**src/rtl/spi_eth_pkg.sv**
```systemverilog
// Shared definitions for the SPI responder byte engine: FSM encoding,
// frame geometry and SPI mode constants.
package spi_eth_pkg;

  typedef enum logic [1:0] {
    ST_IDLE   = 2'd0,
    ST_ACTIVE = 2'd1,
    ST_DONE   = 2'd2
  } spi_state_t;

  localparam int unsigned SPI_BITS = 8;

  // Mode 0 only: clock idles low, sample on rising edge, shift on falling edge.
  localparam logic SPI_CPOL = 1'b0;
  localparam logic SPI_CPHA = 1'b0;

  localparam logic [3:0] BIT_CNT_FULL = 4'(SPI_BITS);

  function automatic logic [7:0] sat_inc8(input logic [7:0] v);
    return (v == 8'hFF) ? v : v + 8'd1;
  endfunction

endpackage

```
**src/rtl/spi_in_sync.sv**
```systemverilog
// Multi-flop synchronizer for one SPI pin plus a history flop that turns
// the synchronized level into single-clock rise/fall strobes.
module spi_in_sync #(
  parameter int   STAGES  = 2,
  parameter logic RST_VAL = 1'b0
) (
  input  logic clk,
  input  logic rst_n,
  input  logic i_async,
  output logic o_level,
  output logic o_rise,
  output logic o_fall
);

  logic [STAGES-1:0] r_sync;
  logic              r_hist;

  always_ff @(posedge clk or negedge rst_n) begin
    if (!rst_n) begin
      r_sync <= {STAGES{RST_VAL}};
      r_hist <= RST_VAL;
    end else begin
      r_sync <= {r_sync[STAGES-2:0], i_async};
      r_hist <= r_sync[STAGES-1];
    end
  end

  assign o_level = r_sync[STAGES-1];
  assign o_rise  = o_level & ~r_hist;
  assign o_fall  = ~o_level & r_hist;

endmodule

```
**src/rtl/spi_slave_eth.sv**
```systemverilog
// SPI mode-0 responder byte engine: oversamples CS/SCLK/MOSI in clk, hands
// each received byte to the user side and requests the next transmit byte.
//
// state  | meaning
// IDLE   | CS inactive, waiting for CS fall
// ACTIVE | frame in progress, shifting bits on SCLK edges
// DONE   | one clk after CS rise: frame_done/abort pulse, outputs idled
module spi_slave_eth
  import spi_eth_pkg::*;
#(
  parameter int   SYNC_STAGES = 2,
  parameter logic IDLE_MISO   = 1'b0
) (
  input  logic       clk,
  input  logic       rst_n,
  input  logic       i_spi_cs,
  input  logic       i_spi_dclk,
  input  logic       i_spi_mosi,
  output logic       o_spi_miso,
  output logic       o_miso_oe,
  input  logic [7:0] i_tx_data,
  output logic       o_tx_req,
  output logic       o_rx_valid,
  output logic [7:0] o_rx_data,
  output logic [7:0] o_byte_cnt,
  output logic       o_busy,
  output logic       o_frame_done,
  output logic       o_abort
);

  logic w_cs_lvl, w_cs_rise, w_cs_fall;
  logic w_dclk_lvl, w_dclk_rise, w_dclk_fall;
  logic w_mosi, w_mosi_rise, w_mosi_fall;

  spi_in_sync #(.STAGES(SYNC_STAGES), .RST_VAL(1'b1)) u_sync_cs (
    .clk     (clk),
    .rst_n   (rst_n),
    .i_async (i_spi_cs),
    .o_level (w_cs_lvl),
    .o_rise  (w_cs_rise),
    .o_fall  (w_cs_fall)
  );

  spi_in_sync #(.STAGES(SYNC_STAGES), .RST_VAL(1'b0)) u_sync_dclk (
    .clk     (clk),
    .rst_n   (rst_n),
    .i_async (i_spi_dclk),
    .o_level (w_dclk_lvl),
    .o_rise  (w_dclk_rise),
    .o_fall  (w_dclk_fall)
  );

  spi_in_sync #(.STAGES(SYNC_STAGES), .RST_VAL(1'b0)) u_sync_mosi (
    .clk     (clk),
    .rst_n   (rst_n),
    .i_async (i_spi_mosi),
    .o_level (w_mosi),
    .o_rise  (w_mosi_rise),
    .o_fall  (w_mosi_fall)
  );

  spi_state_t r_state, w_next;
  logic       w_start, w_end, w_act, w_byte_full;

  logic [7:0] r_tx_shift;
  logic [7:0] r_rx_shift;
  logic [3:0] r_bit_cnt;
  logic       r_load_pending;
  logic       r_miso, r_oe, r_tx_req, r_rx_valid, r_busy, r_frame_done, r_abort;
  logic [7:0] r_rx_data, r_byte_cnt;

  always_ff @(posedge clk or negedge rst_n) begin
    if (!rst_n) r_state <= ST_IDLE;
    else        r_state <= w_next;
  end

  always_comb begin
    w_next  = r_state;
    w_start = 1'b0;
    w_end   = 1'b0;
    case (r_state)
      ST_IDLE: begin
        if (w_cs_fall) begin
          w_next  = ST_ACTIVE;
          w_start = 1'b1;
        end
      end
      ST_ACTIVE: begin
        if (w_cs_rise) begin
          w_next = ST_DONE;
          w_end  = 1'b1;
        end
      end
      ST_DONE: begin
        // A new CS fall arriving while we tidy up starts the next frame directly.
        if (w_cs_fall) begin
          w_next  = ST_ACTIVE;
          w_start = 1'b1;
        end else begin
          w_next = ST_IDLE;
        end
      end
      default: w_next = ST_IDLE;
    endcase
  end

  // CS level high also blocks SCLK edges in the CS-rise clk, giving CS priority.
  assign w_act       = (r_state == ST_ACTIVE) && !w_cs_lvl;
  assign w_byte_full = (r_state == ST_ACTIVE) && (r_bit_cnt == BIT_CNT_FULL);

  always_ff @(posedge clk or negedge rst_n) begin
    if (!rst_n) begin
      r_tx_shift     <= '0;
      r_rx_shift     <= '0;
      r_bit_cnt      <= '0;
      r_load_pending <= 1'b0;
      r_miso         <= IDLE_MISO;
      r_oe           <= 1'b0;
      r_tx_req       <= 1'b0;
      r_rx_valid     <= 1'b0;
      r_rx_data      <= '0;
      r_byte_cnt     <= '0;
      r_busy         <= 1'b0;
      r_frame_done   <= 1'b0;
      r_abort        <= 1'b0;
    end else begin
      r_tx_req     <= 1'b0;
      r_rx_valid   <= 1'b0;
      r_frame_done <= 1'b0;
      r_abort      <= 1'b0;

      // Commit one clk after the 8th rise; a byte completed just before CS rise still counts.
      if (w_byte_full) begin
        r_rx_data      <= r_rx_shift;
        r_rx_valid     <= 1'b1;
        r_byte_cnt     <= sat_inc8(r_byte_cnt);
        r_bit_cnt      <= '0;
        r_load_pending <= 1'b1;
      end

      if (w_start) begin
        r_tx_shift     <= i_tx_data;
        r_miso         <= i_tx_data[7];
        r_tx_req       <= 1'b1;
        r_rx_shift     <= '0;
        r_bit_cnt      <= '0;
        r_byte_cnt     <= '0;
        r_busy         <= 1'b1;
        r_oe           <= 1'b1;
        r_load_pending <= 1'b0;
      end else if (w_end) begin
        r_frame_done   <= 1'b1;
        r_abort        <= (r_bit_cnt != 4'd0) && (r_bit_cnt != BIT_CNT_FULL);
        r_busy         <= 1'b0;
        r_oe           <= 1'b0;
        r_miso         <= IDLE_MISO;
        r_load_pending <= 1'b0;
      end else if (w_act) begin
        if (w_dclk_rise) begin
          r_rx_shift <= {r_rx_shift[6:0], w_mosi};
          r_bit_cnt  <= r_bit_cnt + 4'd1;
        end else if (w_dclk_fall) begin
          if (r_load_pending) begin
            r_tx_shift     <= i_tx_data;
            r_miso         <= i_tx_data[7];
            r_tx_req       <= 1'b1;
            r_load_pending <= 1'b0;
          end else if (r_bit_cnt != 4'd0) begin
            // Falls before a byte's first rise are ignored so the MSB is never skipped.
            r_tx_shift <= {r_tx_shift[6:0], 1'b0};
            r_miso     <= r_tx_shift[6];
          end
        end
      end
    end
  end

  logic w_unused;
  assign w_unused = &{1'b0, w_dclk_lvl, w_mosi_rise, w_mosi_fall, r_tx_shift[7]};

  assign o_spi_miso   = r_miso;
  assign o_miso_oe    = r_oe;
  assign o_tx_req     = r_tx_req;
  assign o_rx_valid   = r_rx_valid;
  assign o_rx_data    = r_rx_data;
  assign o_byte_cnt   = r_byte_cnt;
  assign o_busy       = r_busy;
  assign o_frame_done = r_frame_done;
  assign o_abort      = r_abort;

endmodule

```
**config.mk**
```make
export PLATFORM = sky130hd
export DESIGN_NAME = spi_slave_eth
export DESIGN_NICKNAME = d
export VERILOG_FILES = /design/src/rtl/spi_eth_pkg.sv /design/src/rtl/spi_in_sync.sv /design/src/rtl/spi_slave_eth.sv
export SDC_FILE = /design/constraint.sdc
export NUM_CORES = 1
export LEC_CHECK = 0
export CORE_ASPECT_RATIO = 1.25
export CORE_MARGIN = 4
export CORE_UTILIZATION = 50
export DETAILED_ROUTE_END_ITERATION = 16
export DONT_BUFFER_PORTS = 1
export GPL_ROUTABILITY_DRIVEN = 0
export MAX_ROUTING_LAYER = met4
export SETUP_SLACK_MARGIN = 0.3
export SYNTH_ARGS = -nofsm -noshare
export SYNTH_HDL_FRONTEND = slang
export SYNTH_SLANG_ARGS = --single-unit
```
**constraint.sdc**
```tcl
create_clock -name clk -period 4.1 [get_ports clk]
set_input_delay 0.41 -clock clk [delete_from_list [all_inputs] [get_ports clk]]
set_output_delay 0.41 -clock clk [all_outputs]
set_load 0.01 [all_outputs]
```
==> results.rst <==
.. list-table::
   :header-rows: 1

   * - Metric
     - Value
   * - First-pass GRT wire length
     - 7.20 mm
   * - Setup slack of the worst register-to-register path
     - 2210 ps
   * - Combined global-route utilization of all metal layers
     - 0.176
   * - Via count of the first global-routing pass
     - 1533
   * - Most common library cell in the layout ignoring fill and taps
     - nand2_1
   * - Static leakage
     - 0.00111 uW
   * - Fill cell instance count of the final layout
     - 402
   * - Commonest cells after routing, fill and taps aside
     - nand2_1, dfrtp_1, o21ai_0
   * - Number of cells traversed by the worst register-to-register path
     - 4
   * - Signal arrival time at the worst endpoint
     - 2110 ps
   * - Launch instance of the worst min-delay path
     - i_spi_cs
   * - Gr ovfl total
     - 0
   * - Clock transition at the register clock pins on the worst setup and hold paths after CTS
     - 90 ps
   * - Number of maximum-capacitance violations
     - 0
   * - Root Driver
     - clkbuf_8
   * - Sequential Power Share
     - 0.588
   * - Transition at the pin with the smallest max-transition slack
     - 637 ps
   * - Worst Setup End Kind
     - flop
   * - Total power per unit cell area
     - 446 mW/mm2
   * - Total detailed-routing wirelength
     - 4.12 mm
   * - Number of H-tree levels
     - 2
   * - Pre-CTS setup slack
     - 2220 ps
   * - Fmax
     - 0.530 GHz
   * - Total setup violations reported at the end of the flow
     - 0
   * - Post-synthesis async set-or-reset flop share
     - 1.00
   * - Share of synthesized area occupied by flip-flops and latches
     - 0.592
   * - Syn Nets
     - 224
   * - Proportion of layout cells with a drive suffix above 1
     - 0.0905
   * - Total of hold buffers inserted after clock tree synthesis
     - 2
   * - Number of flops mapped to enable cells by yosys
     - 0
   * - TritonCTS Sinks
     - 52
   * - Share of total power consumed by net switching
     - 0.263
   * - Worst hold path cell count
     - 0
   * - DRC violations left
     - 0
   * - Total iterations of the first detailed-routing run
     - 4
   * - Tcrit/Tclk final
     - 0.460
   * - Category of the most critical setup path
     - flop to flop
   * - Syn Area/Cell
     - 10.6 um2
   * - Worst setup endpoint
     - r_tx_shift[4]$_DFFE_PN0P_
   * - Endpoints failing hold
     - 0
   * - Setup TNS
     - 0 ps
   * - Via/cell ratio
     - 5.64
   * - Chip width
     - 67.4 um
   * - Cell area after technology mapping
     - 0.00220 mm2
   * - Pint
     - 771 uW
   * - Pins Over Slew Limit
     - 0
   * - Tightest slew margin relative to the limit
     - 0.574
   * - Area added between synthesis and finish
     - 6.64%
   * - Launch point of the critical path
     - u_sync_cs.r_hist$_DFF_PN1_
   * - Area of the core region
     - 0.00416 mm2
   * - Chain of cells forming the critical path
     - or3b_1, nand3b_1, o22ai_1, a2bb2oi_1
   * - Post-CTS setup-driven buffer insertion count
     - 0
   * - Worst Slack Setup Final
     - 2210 ps
   * - Required time at the endpoint of the critical path
     - 4320 ps
   * - Clock tree from TritonCTS
     - done
   * - Clk_skew
     - 6.76 ps
   * - Setup repair after global routing missed its margin
     - no
   * - Inserted Clock Buffers
     - 5
   * - Portion of total power attributed to combinational logic
     - 0.132
   * - Largest stage delay, worst path
     - 610 ps
   * - Net count reported at finish
     - 225
   * - Dpl cell area
     - 0.00222 mm2
   * - Total number of vias
     - 1499
   * - Routed len/inst
     - 15.5 um
   * - Die height
     - 82.2 um
   * - Min Clock Period, post-route
     - 1890 ps
   * - Status
     - completed
   * - Startpoint kind of the worst setup timing path
     - flop
   * - Residual antenna-violating net count after detailed routing
     - 0
   * - I/O pin total
     - 36
   * - Resized Gates After CTS
     - 0
   * - Yosys warning count
     - 0
   * - # port buffers
     - 0
   * - Initial antenna violation count
     - 0
   * - Most common flop cell mapped by yosys
     - dfrtp_1
   * - Clock latency at the later pin of the worst-skew pair
     - 300 ps
   * - Overall power
     - 1050 uW
   * - Count of routing violations after the opening detailed-route iteration
     - 127
   * - Site Rows
     - 26
   * - Kind of path behind the tightest hold check
     - input port to flop
   * - Largest vdd supply drop
     - 0.245 mV
   * - Count of cell types in the netlist
     - 45
   * - Largest net degree at the start of global routing
     - 53
   * - Endpoint of the worst-slack reg-to-reg timing path
     - r_tx_shift[4]$_DFFE_PN0P_
   * - Summed area of non-filler cells in the final layout
     - 0.00235 mm2
   * - Clock network fraction of total power
     - 0.280
   * - Reg-to-Reg Start
     - u_sync_cs.r_hist$_DFF_PN1_
   * - Reported net switching power
     - 276 uW
   * - Hpwl dp
     - 2.82 mm
   * - Buffers from clock root to sink, at most
     - 2
   * - Slowest cell on the critical path
     - or3b_1
   * - Post-synthesis sequential element count
     - 52
   * - Diodes inserted
     - 0
   * - Worst-path maximum fanout
     - 15
   * - Initial Util
     - 0.529
   * - Floorplan die area
     - 0.00554 mm2
   * - Cells after synthesis
     - 208
==> power groups by stage <==
stage               Clock (uW)  Sequential, uW  Combinational, uW
CTS                        306             616                140
detailed placement           0             627                125
finish                     293             616                138
floorplan                    0             612                114
global placement             0             623                118
global route               326             625                155
==> registers in the layout (all words and copies together), names as in the netlist <==
register and flops:
o_busy 1, o_byte_cnt 8, o_spi_miso 1, u_sync_mosi.r_sync 2, o_tx_req 1, r_bit_cnt 4, u_sync_cs.r_hist 1, r_tx_shift 7
u_sync_dclk.r_sync 2, r_load_pending 1, r_state 2, u_sync_dclk.r_hist 1, u_sync_cs.r_sync 2, o_frame_done 1, o_abort 1, o_rx_valid 1
o_rx_data 8, r_rx_shift 8
==> synth_stat cells, types with 2 or more instances <==
| master | instances | area, um2 |
|---|---|---|
| nand2_1 | 51 | 191 |
| dfrtp_1 | 49 | 1230 |
| o21ai_0 | 12 | 60.1 |
| inv_1 | 9 | 33.8 |
| nor2_1 | 7 | 26.3 |
| a2bb2oi_1 | 6 | 52.6 |
| o22ai_1 | 6 | 37.5 |
| mux2i_1 | 5 | 50.1 |
| and3_1 | 4 | 25.0 |
| buf_2 | 4 | 20.0 |
| nand4_1 | 4 | 25.0 |
| a21oi_1 | 3 | 15.0 |
| dfstp_2 | 3 | 78.8 |
| ha_1 | 3 | 37.5 |
| nand2b_1 | 3 | 18.8 |
| a211oi_1 | 2 | 15.0 |
| and2_1 | 2 | 12.5 |
| and4_1 | 2 | 17.5 |
| buf_6 | 2 | 22.5 |
| nand3_1 | 2 | 10.0 |
| nand3b_1 | 2 | 15.0 |
| nor2b_1 | 2 | 12.5 |
| nor3_1 | 2 | 10.0 |
| or3b_1 | 2 | 17.5 |
==> cell type report <==
cell class                      instances  area, um2  share of cell area
Sequential cell                        52       1310               0.555
Multi-Input combinational cell        138        807               0.343
Clock buffer                            6       82.6              0.0351
Tap cell                               56       70.1              0.0298
Timing Repair Buffer                    2       37.5              0.0160
Inverter                               10       37.5              0.0160
Clock inverter                          2       10.0             0.00426
==> per-layer routing <==
layer,track usage,part of all wire,vias to the layer above
met5,-,0,-
met2,0.284,0.49,48
met4,0.0467,0.013,0
met1,0.215,0.43,731
met3,0.0528,0.065,6
li1,-,-,714
==> through the flow <==
step | util | instances | hold slack [ps]
after floorplan | - | 208 | 114
after global placement | 0.533 | 256 | 116
after detailed placement | 0.533 | 256 | 116
after CTS | 0.564 | 266 | 87.6
after global routing | 0.564 | 266 | 74.3
final | 0.564 | 266 | 103
==> kinds of logic (layout without fill, tap and decap cells) <==
kind of cell    count (synthesis)  in the layout  synth area share
flops                          52             52             0.592
fa+ha+maj                       3              3            0.0170
compound gates                 38             38             0.115
mux                             5              5            0.0227
xor+xnor                        2              2           0.00795
simple gates                   90             90             0.204
buf+inv                        18             20            0.0415
==> worst max-delay path: cells and delay by family, from the launching register on <==
family,cells,cell delay (ps)
AOI/OAI and AO/OA,2,310
and+or+nand+nor,2,950
DFF,1,550
==> worst min path at each step <==
stage | to
after floorplan | o_abort$_DFF_PN0_
after global placement | r_tx_shift[4]$_DFFE_PN0P_
after detailed placement | r_tx_shift[5]$_DFFE_PN0P_
after CTS | u_sync_cs.r_sync[0]$_DFF_PN1_
after global routing | u_sync_cs.r_sync[0]$_DFF_PN1_
final | u_sync_cs.r_sync[0]$_DFF_PN1_
No activity file was read; power rests on OpenSTA's default activity.
